File: config.mk
export PLATFORM = sky130hd
export DESIGN_NAME = wb_burst_master
export DESIGN_NICKNAME = d
export VERILOG_FILES = /design/src/rtl/wb_burst_master_pkg.sv /design/src/rtl/wb_burst_master_watchdog.sv /design/src/rtl/wb_burst_master.sv
export SDC_FILE = /design/constraint.sdc
export NUM_CORES = 1
export LEC_CHECK = 0
export BUFFER_PORTS_ARGS = -buffer_cell sky130_fd_sc_hd__buf_2
export CELL_PAD_IN_SITES_DETAIL_PLACEMENT = 0
export CELL_PAD_IN_SITES_GLOBAL_PLACEMENT = 1
export CORE_MARGIN = 3
export CORE_UTILIZATION = 37
export CTS_CLUSTER_DIAMETER = 40
export CTS_CLUSTER_SIZE = 25
export DETAILED_ROUTE_END_ITERATION = 12
export PLACE_DENSITY = 0.86
export SYNTH_ARGS = -nofsm -noshare
export SYNTH_HDL_FRONTEND = slang
export SYNTH_HIERARCHICAL = 1
export SYNTH_SLANG_ARGS = --single-unit
export TNS_END_PERCENT = 30
File: constraint.sdc
create_clock -name wb_clk -period 6.1 [get_ports wb_clk]
set_input_delay 0.305 -clock wb_clk [delete_from_list [all_inputs] [get_ports wb_clk]]
set_output_delay 0.305 -clock wb_clk [all_outputs]
set_load 0.1 [all_outputs]
File: src/rtl/wb_burst_master_pkg.sv
// Shared definitions for the Wishbone burst master.
// Contents: FSM state encoding, CTI/BTE codes and a helper that normalises the
// requested burst length into the range 1..max_len.
package wb_burst_master_pkg;

  typedef enum logic [1:0] {
    StIdle,
    StActive,
    StBackoff,
    StFinish
  } state_e;

  localparam logic [2:0] CtiClassic = 3'b000;
  localparam logic [2:0] CtiIncr    = 3'b010;
  localparam logic [2:0] CtiEob     = 3'b111;
  localparam logic [1:0] BteLinear  = 2'b00;

  // Zero-length requests run one beat; oversized requests are clamped.
  function automatic int unsigned clamp_len(input int unsigned len, input int unsigned max_len);
    if (len == 0) return 1;
    if (len > max_len) return max_len;
    return len;
  endfunction

endpackage

File: src/rtl/wb_burst_master_watchdog.sv
// Response watchdog for the Wishbone burst master.
// Counts cycles in which a beat is presented (run=1) without any slave
// response; flags expiry on the TIMEOUT-th silent cycle.
// Ports:
//   clk, rst  clock and asynchronous active-high reset
//   run       strobe is high in the active state
//   resp      ack, err or rty seen this cycle (clears the count)
//   expired   combinational: this is the TIMEOUT-th silent cycle
module wb_burst_master_watchdog #(
  parameter int unsigned TIMEOUT = 256
) (
  input  logic clk,
  input  logic rst,
  input  logic run,
  input  logic resp,
  output logic expired
);

  localparam int unsigned CW = $clog2(TIMEOUT + 1);

  logic [CW-1:0] cnt_q;

  assign expired = run & ~resp & (cnt_q == CW'(TIMEOUT - 1));

  always_ff @(posedge clk or posedge rst) begin
    if (rst) begin
      cnt_q <= '0;
    end else if (!run || resp || expired) begin
      cnt_q <= '0;
    end else begin
      cnt_q <= cnt_q + 1'b1;
    end
  end

endmodule

File: src/rtl/wb_burst_master.sv
// Wishbone B3 master issuing single or incrementing-burst transfers for a
// local requester, with bounded retry and an optional response watchdog.
// Build option: define WB_MASTER_TIMEOUT_EN to enable the watchdog (abort after
// TIMEOUT silent strobe cycles); otherwise the master waits indefinitely.
// Ports:
//   wb_clk, wb_rst        clock, asynchronous active-high reset
//   start                 request strobe, sampled only when idle
//   address/selection/write/burst_len  request attributes, latched on start
//   wr_data / wr_next     show-ahead write source and its advance pulse
//   rd_data / rd_valid    registered read word and one-cycle valid
//   active/done/error     busy flag, end-of-transfer pulse, abort qualifier
//   wb_*                  Wishbone B3 master interface
module wb_burst_master
  import wb_burst_master_pkg::*;
#(
  parameter int unsigned DW        = 32,
  parameter int unsigned AW        = 32,
  parameter int unsigned SW        = DW / 8,
  parameter int unsigned MAX_BURST = 16,
  parameter int unsigned RETRY_MAX = 3,
  parameter int unsigned TIMEOUT   = 256
) (
  input  logic                         wb_clk,
  input  logic                         wb_rst,
  input  logic                         start,
  input  logic [AW-1:0]                address,
  input  logic [SW-1:0]                selection,
  input  logic                         write,
  input  logic [$clog2(MAX_BURST):0]   burst_len,
  input  logic [DW-1:0]                wr_data,
  output logic                         wr_next,
  output logic [DW-1:0]                rd_data,
  output logic                         rd_valid,
  output logic                         active,
  output logic                         done,
  output logic                         error,
  output logic [AW-1:0]                wb_adr_o,
  output logic [DW-1:0]                wb_dat_o,
  output logic [SW-1:0]                wb_sel_o,
  output logic                         wb_we_o,
  output logic                         wb_cyc_o,
  output logic                         wb_stb_o,
  output logic [2:0]                   wb_cti_o,
  output logic [1:0]                   wb_bte_o,
  input  logic [DW-1:0]                wb_dat_i,
  input  logic                         wb_ack_i,
  input  logic                         wb_err_i,
  input  logic                         wb_rty_i
);

  localparam int unsigned LW = $clog2(MAX_BURST) + 1;
  // Wide enough to hold RETRY_MAX + 1, the count that triggers the abort.
  localparam int unsigned RW = $clog2(RETRY_MAX + 2);

  state_e          state_q, state_d;
  logic [AW-1:0]   adr_q, adr_d;
  logic [SW-1:0]   sel_q, sel_d;
  logic            we_q, we_d;
  logic [LW-1:0]   len_q, len_d;
  logic [LW-1:0]   beat_q, beat_d;
  logic [RW-1:0]   rty_q, rty_d;
  logic            cyc_q, cyc_d;
  logic            stb_q, stb_d;
  logic [DW-1:0]   rd_data_q, rd_data_d;
  logic            rd_valid_q, rd_valid_d;
  logic            err_q, err_d;
  logic            abort;
  logic            last_beat;
  logic            wd_expired;
  logic [RW-1:0]   rty_inc;

  assign last_beat = (beat_q == len_q - 1'b1);
  assign rty_inc   = rty_q + 1'b1;

`ifdef WB_MASTER_TIMEOUT_EN
  wb_burst_master_watchdog #(
    .TIMEOUT(TIMEOUT)
  ) u_watchdog (
    .clk    (wb_clk),
    .rst    (wb_rst),
    .run    ((state_q == StActive) && stb_q),
    .resp   (wb_ack_i | wb_err_i | wb_rty_i),
    .expired(wd_expired)
  );
`else
  assign wd_expired = 1'b0;
`endif

  always_comb begin
    state_d    = state_q;
    adr_d      = adr_q;
    sel_d      = sel_q;
    we_d       = we_q;
    len_d      = len_q;
    beat_d     = beat_q;
    rty_d      = rty_q;
    cyc_d      = cyc_q;
    stb_d      = stb_q;
    rd_data_d  = rd_data_q;
    rd_valid_d = 1'b0;
    err_d      = err_q;
    abort      = 1'b0;
    unique case (state_q)
      StIdle: begin
        if (start) begin
          adr_d   = address;
          sel_d   = selection;
          we_d    = write;
          len_d   = LW'(clamp_len(32'(burst_len), MAX_BURST));
          beat_d  = '0;
          rty_d   = '0;
          err_d   = 1'b0;
          cyc_d   = 1'b1;
          stb_d   = 1'b1;
          state_d = StActive;
        end
      end
      StActive: begin
        // Response priority: err > rty > ack.
        if (wb_err_i) begin
          abort = 1'b1;
        end else if (wb_rty_i) begin
          rty_d = rty_inc;
          if (rty_inc > RW'(RETRY_MAX)) begin
            abort = 1'b1;
          end else begin
            stb_d   = 1'b0;
            state_d = StBackoff;
          end
        end else if (wb_ack_i) begin
          rty_d  = '0;
          beat_d = beat_q + 1'b1;
          adr_d  = adr_q + AW'(DW / 8);
          if (!we_q) begin
            rd_data_d  = wb_dat_i;
            rd_valid_d = 1'b1;
          end
          if (last_beat) begin
            cyc_d   = 1'b0;
            stb_d   = 1'b0;
            state_d = StFinish;
          end
        end else if (wd_expired) begin
          abort = 1'b1;
        end
        if (abort) begin
          cyc_d   = 1'b0;
          stb_d   = 1'b0;
          err_d   = 1'b1;
          state_d = StFinish;
        end
      end
      StBackoff: begin
        // Re-issue the same beat; address was not advanced by the retry.
        stb_d   = 1'b1;
        state_d = StActive;
      end
      StFinish: state_d = StIdle;
      default:  state_d = StIdle;
    endcase
  end

  always_ff @(posedge wb_clk or posedge wb_rst) begin
    if (wb_rst) begin
      state_q    <= StIdle;
      adr_q      <= '0;
      sel_q      <= '0;
      we_q       <= 1'b0;
      len_q      <= '0;
      beat_q     <= '0;
      rty_q      <= '0;
      cyc_q      <= 1'b0;
      stb_q      <= 1'b0;
      rd_data_q  <= '0;
      rd_valid_q <= 1'b0;
      err_q      <= 1'b0;
    end else begin
      state_q    <= state_d;
      adr_q      <= adr_d;
      sel_q      <= sel_d;
      we_q       <= we_d;
      len_q      <= len_d;
      beat_q     <= beat_d;
      rty_q      <= rty_d;
      cyc_q      <= cyc_d;
      stb_q      <= stb_d;
      rd_data_q  <= rd_data_d;
      rd_valid_q <= rd_valid_d;
      err_q      <= err_d;
    end
  end

  always_comb begin
    wb_cti_o = CtiClassic;
    if (cyc_q && (len_q != LW'(1))) begin
      wb_cti_o = last_beat ? CtiEob : CtiIncr;
    end
  end

  assign wb_adr_o = adr_q;
  assign wb_sel_o = cyc_q ? sel_q : '0;
  assign wb_we_o  = cyc_q & we_q;
  assign wb_cyc_o = cyc_q;
  assign wb_stb_o = stb_q;
  assign wb_bte_o = BteLinear;
  assign wb_dat_o = (we_q && stb_q) ? wr_data : '0;
  // A beat is accepted only when ack wins the response priority.
  assign wr_next  = (state_q == StActive) & stb_q & we_q & wb_ack_i & ~wb_err_i & ~wb_rty_i;
  assign rd_data  = rd_data_q;
  assign rd_valid = rd_valid_q;
  assign active   = (state_q != StIdle);
  assign done     = (state_q == StFinish);
  assign error    = done & err_q;

endmodule

==> Implementation_results.wiki, run 1 <==
{| class="wikitable"
! Metric !! Value
|-
| Category of the most critical setup path || reg2reg
|-
| Slew at the pin closest to its max-slew limit || 1.073 ns
|-
| Most instantiated library cell after synthesis || dfrtp_1
|-
| Synth area leaders || dfrtp_1 (46%), mux2_2 (7.8%), and3_1 (5.8%)
|-
| Vias/cell || 5.220
|-
| Library cells used by synthesis || 59
|-
| Remaining antenna violation count || 0
|-
| Library cell occupying the most area in the post-synthesis netlist || dfrtp_1
|-
| Flip-flop and latch count after synthesis || 88
|-
| Data arrival time of the worst path || 3.12 ns
|-
| Routed len/inst || 16.05 um
|-
| Routed met2 length || 7.099 mm
|-
| Later-pin clock latency in the skew report || 0.34 ns
|-
| Initial Utilization || 38.76%
|-
| Post-Route Setup TNS || 0 ns
|-
| Diodes inserted || 0
|-
| Worst clock skew || 0.006680 ns
|-
| Max Freq || 0.3455 GHz
|-
| Die Span Y || 119.3 um
|-
| RSZ-0062 raised after global routing || no
|-
| Fin nets || 822
|-
| Wire length on met1 || 5.824 mm
|-
| Core Box Area || 12260 um2
|-
| Gate Count Post-Synth || 500
|-
| DIE AREA || 14240 um2
|-
| Total wire length || 14.08 mm
|-
| Cell breakdown of the critical path || nor2b_4 > nand2_2 > nor2_4 > mux2_2
|-
| # setup viols final || 0
|-
| Most common flop cell mapped by yosys || dfrtp_1
|-
| Type of element launching the critical path || register
|-
| Initial antenna violation count || 0
|-
| Die W || 119.3 um
|-
| Post-CTS Hold Buffers || 0
|-
| Final critical-path required period || 2.894 ns
|-
| Pin count of the biggest net entering global routing || 53
|-
| Largest driver fanout on the critical path || 49
|-
| MaxCap Viol Count || 0
|-
| Total congestion overflow after global routing || 0
|-
| Critical path endpoint category || register
|-
| Yosys synthesis warning count || 6
|-
| Critical path's slowest cell || nor2b_4
|-
| Pre-antenna DRT Iters || 4
|-
| DRC violations left || 0
|-
| Biggest cell delay along the critical path || 0.92 ns
|-
| Number of enable flip-flop cells after synthesis || 0
|-
| Total number of vias || 4578
|-
| Worst EP required || 6.33 ns
|-
| Top-area cell type share of the netlist area || 46.34%
|-
| Num CTS Buffers || 9
|-
| Max clock buf depth || 2
|-
| Worst max-slew margin expressed relative to the limit || 28.23%
|-
| Post-synthesis cell area || 4752 um2
|-
| Layout overhead on the synthesized area || 31.33%
|-
| Root Buffer Master || clkbuf_16
|-
| Fin. Hold Viols || 0
|-
| Max Transition Viols Final || 0
|-
| Estimated wirelength of the detail-placed design || 10.35 mm
|-
| Clock sink count || 88
|-
| Async set or reset register ratio after synthesis || 100.0%
|-
| Filler cell count in the final layout || 1128
|-
| Port Buffers || 222
|-
| Post-CTS setup repair buffer count || 0
|-
| Global-route wire length before repair || 22.82 mm
|-
| DRT iter0 DRCs || 241
|-
| Core Rows || 40
|-
| Post-synthesis area per instance || 9.504 um2
|-
| Outcome || finished clean
|-
| Routed length on met3 || 978 um
|-
| Commonest cells in the synthesized netlist || dfrtp_1 (88), nand2_1 (61), and3_1 (44)
|-
| Class of the tightest hold or removal check || in2async
|-
| Number of primary I/O pins || 225
|-
| Routability congestion estimate from global placement || 0.8322
|-
| Post-synthesis sequential area ratio || 46.34%
|-
| Maximum level of the CTS H-tree || 3
|-
| Highest metal layer with signal wires || met4
|-
| Share of the core filled with cells in the final layout || 50.90%
|-
| TritonCTS clock tree || done
|-
| Number of gates given a new drive strength after cts || 0
|-
| Number of global-route vias before repair || 4544
|-
| Clock edge transition at the registers on the reported setup and hold paths || 0.07 ns
|-
| Final period utilization || 47.44%
|-
| Global router's overall resource usage || 19.60%
|-
| Layout cells sized above 1 || 40.34%
|}
## per-layer routing
layer  GRT usage (%)  vias to the layer above
li1                -                     2216
met1           24.29                     2167
met2           33.84                      181
met3           4.463                       14
met4           6.299                        0
met5               0                        -
## layout by cell type (no fill, tap or decap), types with 2 or more instances in the layout
cell type  synthesis  final
nand3_1           17     17
or2_2              2      2
inv_1              9      8
a21o_1             2      2
buf_2              7    222
and4_1             4      4
nor3_1            12     12
and2_1             8      8
ha_1               6      6
nand2_1           61     61
nor4_1             2      2
conb_1             1      2
clkbuf_16          0      9
a31oi_1            2      2
o31ai_1            2      2
nand2b_1           5      5
and3_1            44     44
nand3b_1           4      4
xnor2_1            4      4
o211ai_1           2      2
buf_4              3      4
a21oi_1           27     27
o22ai_1           14     14
nor2_1            35     35
a21boi_0           2      2
a211oi_1           2      2
a32oi_1            3      3
o21ai_0           21     21
nand4_1           10     10
xor2_1             6      6
inv_8              0      4
a22oi_1            2      2
a2bb2oi_1         11     11
nand3_2            2      2
dfrtp_1           88     88
mux2_2            33     33
## sequential cells by signal (all words and copies together), names as in the netlist, 2 cells and up
signal and flops:
beat_q 5, len_q 5, rd_data 32, rty_q 3, sel_q 4, state_q 2, wb_adr_o 32
## path summary, 6_finish.rpt
| check | from | end | slack [ns] | cells past startpoint |
|---|---|---|---|---|
| max | state_q[0] | rd_data[7] | 3.21 | 4 |
| min | wb_rst | rd_data[28] | 0.02 | 2 |
| max reg2reg | state_q[0] | rd_data[7] | 3.21 | 4 |
| min reg2reg | sel_q[3] | sel_q[3] | 0.48 | 2 |
| max in group asynchronous | wb_rst | beat_q[3] | 4.95 | 3 |
| min in group wb_clk | selection[2] | sel_q[2] | 0.15 | 3 |
## critical path: cells and delay by family (launching register included)
family	cells	cell delay [ns]
flip-flops	1	0.54
multiplexers	1	0.42
AND/OR/NAND/NOR	3	1.80
## kinds of logic after synthesis
family / share of synthesized area [%]
simple gates: 23.99
compound gates: 13.85
flops: 46.34
buf+inv: 4.291
mux: 8.031
xor+xnor: 1.843
fa+ha+maj: 1.580
other cells: 0.07891
## per-stage QoR
| stage | setup WS, ns | hold slack [ns] | std cells | area [um2] |
|---|---|---|---|---|
| 5_1_grt | 2.916 | 0.07414 | 877 | 6241 |
| 2_1_floorplan | 1.879 | 0.4019 | 501 | 4756 |
| 6_report | 3.206 | 0.01657 | 877 | 6241 |
| 3_5_place_dp | 3.178 | 0.4112 | 861 | 5946 |
| 3_3_place_gp | 3.294 | 0.4060 | 861 | 5946 |
| 4_1_cts | 3.191 | 0.03767 | 877 | 6241 |
## area by class of cell
type,instances,area [um2],area share [%]
flip-flops and latches,88,2202,35.28
multi-input cells,370,2357,37.77
inverters,9,35.03,0.5613
repair buffers,226,1141,18.28
clock inverters,7,70.07,1.123
well taps,168,210.2,3.368
clock buffers,9,225.2,3.609
Power of run 1 is left out: the tool's default activity adds up to more than one toggle a clock period on the data nets, which glitch-free logic cannot reach.
==> run 2: changes to the inputs <==
--- a/config.mk
+++ b/config.mk
@@ -5,15 +5,16 @@
 export SDC_FILE = /design/constraint.sdc
 export NUM_CORES = 1
 export LEC_CHECK = 0
+export ABC_AREA = 1
 export BUFFER_PORTS_ARGS = -buffer_cell sky130_fd_sc_hd__buf_2
 export CELL_PAD_IN_SITES_DETAIL_PLACEMENT = 0
 export CELL_PAD_IN_SITES_GLOBAL_PLACEMENT = 1
 export CORE_MARGIN = 3
-export CORE_UTILIZATION = 37
+export CORE_UTILIZATION = 33
 export CTS_CLUSTER_DIAMETER = 40
 export CTS_CLUSTER_SIZE = 25
 export DETAILED_ROUTE_END_ITERATION = 12
-export PLACE_DENSITY = 0.86
+export PLACE_DENSITY = 0.81
 export SYNTH_ARGS = -nofsm -noshare
 export SYNTH_HDL_FRONTEND = slang
 export SYNTH_HIERARCHICAL = 1
==> constraint.sdc (replaced) <==
create_clock -name wb_clk -period 2.82 [get_ports wb_clk]
set_input_delay 0.141 -clock wb_clk [delete_from_list [all_inputs] [get_ports wb_clk]]
set_output_delay 0.141 -clock wb_clk [all_outputs]
set_load 0.1 [all_outputs]
==> Implementation_results.wiki, run 2 <==
{| class="wikitable"
! Metric !! Value
|-
| Outcome || finished clean
|-
| Type of element launching the critical path || register
|-
| Fin. Hold Viols || 0 (unchanged)
|-
| # setup viols final || 0 (unchanged)
|-
| Library cell occupying the most area in the post-synthesis netlist || dfrtp_1
|-
| Remaining antenna violation count || 0 (unchanged)
|-
| Port Buffers || 222 (unchanged)
|-
| Most common flop cell mapped by yosys || dfrtp_1
|-
| DIE AREA || 17330 um2 (+22%)
|-
| Category of the most critical setup path || reg2out
|-
| Num CTS Buffers || 9 (unchanged)
|-
| Clock sink count || 88 (unchanged)
|-
| Number of global-route vias before repair || 5349 (+18%)
|-
| Fin nets || 1146 (+39%)
|-
| Most frequent cells in the layout || nand2_1 (260), buf_2 (222), nor2_1 (119), inv_1 (110), dfrtp_1 (87)
|-
| RSZ-0062 raised after global routing || no
|-
| Layout cells sized above 1 || 25.36% (-15 points)
|-
| Total congestion overflow after global routing || 0 (unchanged)
|-
| Max Freq || 0.4081 GHz
|-
| Initial Utilization || 34.02% (-4.7 points)
|-
| Async set or reset register ratio after synthesis || 100.0% (unchanged)
|-
| Post-synthesis share of cell area spent on and, or, nand and nor gates || 35.93% (+12 points)
|-
| Yosys synthesis warning count || 6 (unchanged)
|-
| Critical path's slowest cell || buf_2
|-
| DRC violations left || 0 (unchanged)
|-
| Combinational family with the most area after synthesis || simple AND/OR/NAND/NOR gates
|-
| Internal reg-to-reg setup slack || 0.85 ns (-2.36 ns)
|-
| Die Span Y || 131.7 um (+10%)
|-
| Routability congestion estimate from global placement || 0.8300 (-0.26%)
|-
| Commonest cells in the synthesized netlist || nand2_1 (260), nor2_1 (119), inv_1 (111)
|-
| Final period utilization || 86.89%
|-
| Die W || 131.7 um (+10%)
|-
| Vias/cell || 4.472 (-14%)
|-
| Post-synthesis area per instance || 6.714 um2 (-29%)
|-
| Maximum level of the CTS H-tree || 3 (unchanged)
|-
| Library cells used by synthesis || 35 (-41%)
|-
| Number of primary I/O pins || 225 (unchanged)
|-
| CP delay by family, top || simple AND/OR/NAND/NOR gates
|-
| Hold path startpoint || address[3]
|-
| Clock edge transition at the registers on the reported setup and hold paths || 0.07 ns (about the same)
|-
| Diodes inserted || 0 (unchanged)
|-
| Core Rows || 45 (+13%)
|-
| Post-synthesis sequential area ratio || 42.27% (-4.1 points)
|-
| Buffers and inverters on the worst path || 3 (+3)
|-
| Initial antenna violation count || 2 (+2)
|-
| Critical path endpoint category || primary output
|-
| Post-Route Setup TNS || 0 ns (unchanged)
|-
| Total wire length || 16.96 mm (+21%)
|-
| Biggest cell delay along the critical path || 0.45 ns (-0.47 ns)
|-
| Final hold slack || 0.04651 ns (+0.02994 ns)
|-
| Gate Count Post-Synth || 776 (+55%)
|-
| Later-pin clock latency in the skew report || 0.35 ns (about the same)
|-
| Core Box Area || 15310 um2 (+25%)
|-
| Most common cell after layout, fill and taps aside || nand2_1
|-
| Final critical-path required period || 2.450 ns
|-
| Root Buffer Master || clkbuf_16
|-
| Launching instance or port of the critical path || len_q[0]
|-
| Estimated wirelength of the detail-placed design || 12.48 mm (+21%)
|-
| Slew at the pin closest to its max-slew limit || 0.5585 ns (-0.5141 ns)
|-
| Largest driver fanout on the critical path || 4 (-92%)
|-
| DRT iter0 DRCs || 238 (-1.2%)
|-
| TritonCTS clock tree || done
|-
| Post-Synth Adder-Cell Area || 1.441% (-0.14 points)
|-
| Class of the tightest hold or removal check || in2reg
|-
| Data arrival time of the worst path || 2.31 ns (-0.81 ns)
|-
| Worst max-slew margin expressed relative to the limit || 62.77% (+35 points)
|-
| Top-area cell type share of the netlist area || 42.27% (-4.1 points)
|-
| Cell breakdown of the critical path || inv_1 > ha_1 > nand2_1 > inv_1 > nor2_1 > nand2_1 > nor2_1 > nand3_1 > nor2b_4 > buf_2
|-
| Pre-antenna DRT Iters || 7 (+3)
|-
| Worst clock skew || 0.007595 ns (+0.0009147 ns)
|-
| Share of the synthesized area in compound gates (AO/OA/AOI/OAI) || 8.309% (-5.5 points)
|-
| Max Transition Viols Final || 0 (unchanged)
|-
| Most instantiated library cell after synthesis || nand2_1
|-
| Flip-flop and latch count after synthesis || 88 (unchanged)
|-
| Post-synthesis cell area || 5210 um2 (+9.6%)
|-
| Final design area excluding fillers || 7193 um2 (+15%)
|-
| Routed len/inst || 13.64 um (-15%)
|-
| Number of gates given a new drive strength after cts || 0 (unchanged)
|-
| Total number of vias || 5563 (+22%)
|-
| Placement-stage cell area || 6521 um2 (+9.7%)
|-
| Global router's overall resource usage || 19.48% (-0.12 points)
|-
| Multiplexer area fraction after synthesis || 0% (-8.0 points)
|-
| Filler cell count in the final layout || 1616 (+43%)
|-
| Worst EP required || 2.68 ns (-3.65 ns)
|-
| Synth Area in XOR/XNOR || 0.5043% (-1.3 points)
|-
| Global-route wire length before repair || 27.70 mm (+21%)
|-
| Pin count of the biggest net entering global routing || 70 (+32%)
|-
| Max clock buf depth || 2 (unchanged)
|-
| MaxCap Viol Count || 0 (unchanged)
|-
| Layout overhead on the synthesized area || 38.06%
|-
| Beginning of the worst register-to-register path || state_q[1]
|-
| Synth area leaders || dfrtp_1 (42%), nand2_1 (19%), nor2_1 (8.6%)
|-
| Number of enable flip-flop cells after synthesis || 0 (unchanged)
|}
## run 2: worst paths after layout
path                           endpoint  cells after the start
hold / removal              wb_adr_o[3]                      3
max in group asynchronous      wb_cyc_o                      4
setup reg to reg            wb_adr_o[8]                      7
min in group asynchronous  wb_adr_o[31]                      3
setup / recovery            wb_cti_o[0]                     10
hold reg to reg             rd_data[26]                      2
## run 2: worst reg2reg max path, cell delays in order, from the launching register on
cell     delay [ns]
dfrtp_1        0.40
inv_2          0.08
nand2_4        0.17
inv_2          0.15
buf_4          0.48
nand3_1        0.19
o32ai_1        0.27
a21oi_1        0.10
## run 2: timing repair
action	4_1_cts	5_1_grt
endpoints found under the setup margin	0	0
hold buffers	40	0
endpoints found under the hold margin	58	0
buffers inserted	0	0
## run 2: kinds of logic after synthesis
logic type / after synthesis
and+or+nand+nor: 457
AOI/OAI and AO/OA: 78
DFF: 88
buffers and inverters: 143
other: 1
xor gates and xnor gates: 3
adders and majority gates: 6
## run 2: layout make-up
cell class	count	area [um2]	share of cell area (%)
Multi-Input combinational cell	546	2436	33.87
Inverter	114	429.2	5.966
Timing Repair Buffer	269	1589	22.09
Clock buffer	11	232.7	3.235
Clock inverter	5	38.79	0.5392
Tap cell	211	264.0	3.670
Sequential cell	88	2203	30.63
## run 2: per-layer routing
metal  up-vias  global-route usage, %  share of wire [%]
li1       2899                      -                  -
met1      2486                  25.13                 44
met2       154                  31.75                 48
met3        20                  6.317                7.0
met4         4                  4.784                1.2
met5         -                      0               0.18
## run 2: stage by stage
step	worst slack [ns]	util [%]	cells
6_report	0.3698	46.97	1244
5_1_grt	0.1925	46.97	1244
4_1_cts	0.3489	46.97	1244
3_5_place_dp	0.7536	42.58	1188
3_3_place_gp	0.8072	42.58	1188
2_1_floorplan	-0.02450	-	777
Power of run 2 is left out for the same reason.
==> run 3: changes to the inputs <==
==> constraint.sdc (replaced) <==
create_clock -name wb_clk -period 2.8 [get_ports wb_clk]
set_input_delay 0.14 -clock wb_clk [delete_from_list [all_inputs] [get_ports wb_clk]]
set_output_delay 0.14 -clock wb_clk [all_outputs]
set_load 0.1 [all_outputs]
==> Implementation_results.wiki, run 3 (synthesized netlist as in run 2, its figures left out) <==
{| class="wikitable"
! Metric !! Value
|-
| Worst EP required || 2.66 ns (-0.02 ns)
|-
| Layout cells sized above 1 || 25.56% (+0.19 points)
|-
| Most frequent cells in the layout || nand2_1 (260), buf_2 (222), nor2_1 (119), inv_1 (110), dfrtp_1 (87)
|-
| Maximum level of the CTS H-tree || 3 (unchanged)
|-
| Initial Utilization || 34.02% (unchanged)
|-
| Type of element launching the critical path || register
|-
| Outcome || finished clean
|-
| Initial antenna violation count || 2 (unchanged)
|-
| Number of primary I/O pins || 225 (unchanged)
|-
| Final critical-path required period || 2.435 ns
|-
| Critical path endpoint category || primary output
|-
| Data arrival time of the worst path || 2.30 ns (about the same)
|-
| Most common cell after layout, fill and taps aside || nand2_1
|-
| Max Transition Viols Final || 0 (unchanged)
|-
| Max clock buf depth || 2 (unchanged)
|-
| Total congestion overflow after global routing || 0 (unchanged)
|-
| Total number of vias || 5652 (+1.6%)
|-
| Max Freq || 0.4106 GHz
|-
| DRC violations left || 0 (unchanged)
|-
| Vias/cell || 4.543 (+1.6%)
|-
| Clock edge transition at the registers on the reported setup and hold paths || 0.07 ns (about the same)
|-
| Port Buffers || 222 (unchanged)
|-
| MaxCap Viol Count || 0 (unchanged)
|-
| Die Span Y || 131.7 um (unchanged)
|-
| # setup viols final || 0 (unchanged)
|-
| Die W || 131.7 um (unchanged)
|-
| Estimated wirelength of the detail-placed design || 12.54 mm (+0.50%)
|-
| Fin nets || 1146 (unchanged)
|-
| Clock sink count || 88 (unchanged)
|-
| Core Rows || 45 (unchanged)
|-
| Num CTS Buffers || 9 (unchanged)
|-
| Layout overhead on the synthesized area || 38.86%
|-
| Final period utilization || 86.98%
|-
| Remaining antenna violation count || 0 (unchanged)
|-
| Core Box Area || 15310 um2 (unchanged)
|-
| Pre-antenna DRT Iters || 5 (-2)
|-
| Diodes inserted || 0 (unchanged)
|-
| Fin. Hold Viols || 0 (unchanged)
|-
| Class of the tightest hold or removal check || in2reg
|-
| Worst clock skew || 0.005032 ns (-0.002563 ns)
|-
| Total wire length || 17.08 mm (+0.67%)
|-
| Post-Route Setup TNS || 0 ns (unchanged)
|-
| Category of the most critical setup path || reg2out
|-
| Pin count of the biggest net entering global routing || 70 (unchanged)
|-
| Later-pin clock latency in the skew report || 0.35 ns (about the same)
|-
| Global router's overall resource usage || 19.58% (+0.094 points)
|-
| Worst max-slew margin expressed relative to the limit || 62.37% (-0.39 points)
|-
| Slew at the pin closest to its max-slew limit || 0.5644 ns (+0.005901 ns)
|-
| Largest driver fanout on the critical path || 4 (unchanged)
|-
| TritonCTS clock tree || done
|-
| Routed len/inst || 13.73 um (+0.67%)
|-
| DRT iter0 DRCs || 265 (+11%)
|-
| Global-route wire length before repair || 27.87 mm (+0.60%)
|-
| Final hold slack || 0.04193 ns (-0.004578 ns)
|-
| Number of global-route vias before repair || 5414 (+1.2%)
|-
| Routability congestion estimate from global placement || 0.8508 (+2.5%)
|-
| Root Buffer Master || clkbuf_16
|-
| RSZ-0062 raised after global routing || no
|-
| DIE AREA || 17330 um2 (unchanged)
|-
| Number of gates given a new drive strength after cts || 0 (unchanged)
|}
==> run 3: changes by cell type in the layout (fill, tap and decap cells not counted), sizes merged <==
cell      delta
clkinvlp     -1
clkbuf       -1
bufinv       +1
inv          +1
==> run 3: through the flow <==
step	worst slack [ns]	cells	util [%]	cell area [um2]
final	0.3646	1244	47.24	7234
after global routing	0.2120	1244	47.24	7234
after CTS	0.3596	1244	47.24	7234
after detailed placement	0.7502	1188	42.58	6521
after global placement	0.7882	1188	42.58	6521
after floorplan	-0.04350	777	-	5238
==> run 3: timing repair <==
| action | 4_1_cts | 5_1_grt |
|---|---|---|
| endpoints found under the hold margin | 58 | 0 |
| buffers inserted | 0 | 0 |
| hold buffers | 40 | 0 |
==> run 3: worst paths after layout <==
path | startpoint | endpoint | slack [ns] | cells after the start
max in group asynchronous | wb_rst | wb_cyc_o | 1.77 | 4
worst max register to register | state_q[1] | wb_adr_o[8] | 0.83 | 7
worst max-delay path | len_q[0] | wb_cti_o[0] | 0.36 | 10
min in group asynchronous | wb_rst | wb_adr_o[31] | 0.32 | 3
worst min register to register | rd_data[12] | rd_data[12] | 0.47 | 2
worst min-delay path | burst_len[4] | len_q[4] | 0.04 | 3
==> run 3: routing by layer <==
layer / wire length, um / vias to the layer above / track usage [%] / part of all wire, %
met3: 1297 / 20 / 6.508 / 7.6
met5: 32 / - / 0 / 0.19
met4: 191 / 4 / 3.676 / 1.1
met2: 8182 / 195 / 32.98 / 48
li1: - / 2905 / - / -
met1: 7373 / 2528 / 24.71 / 43
==> run 3: worst max-delay path: stages, from the launching register on <==
cell and delay [ns]:
dfrtp_1 0.39, inv_1 0.10, ha_1 0.31, nand2_1 0.07, inv_1 0.04, nor2_1 0.07, nand2_1 0.05, nor2_1 0.14
nand3_1 0.16, nor2b_4 0.16, buf_2 0.46
==> run 3: final cells by class <==
class                           instances  area, um2
Sequential cell                        88       2203
Clock inverter                          6      73.82
Timing Repair Buffer                  269       1589
Inverter                              114      429.2
Tap cell                              211      264.0
Fill cell                            1621       8080
Multi-Input combinational cell        546       2436
Clock buffer                           10      239.0
Power of run 3 is left out for the same reason.
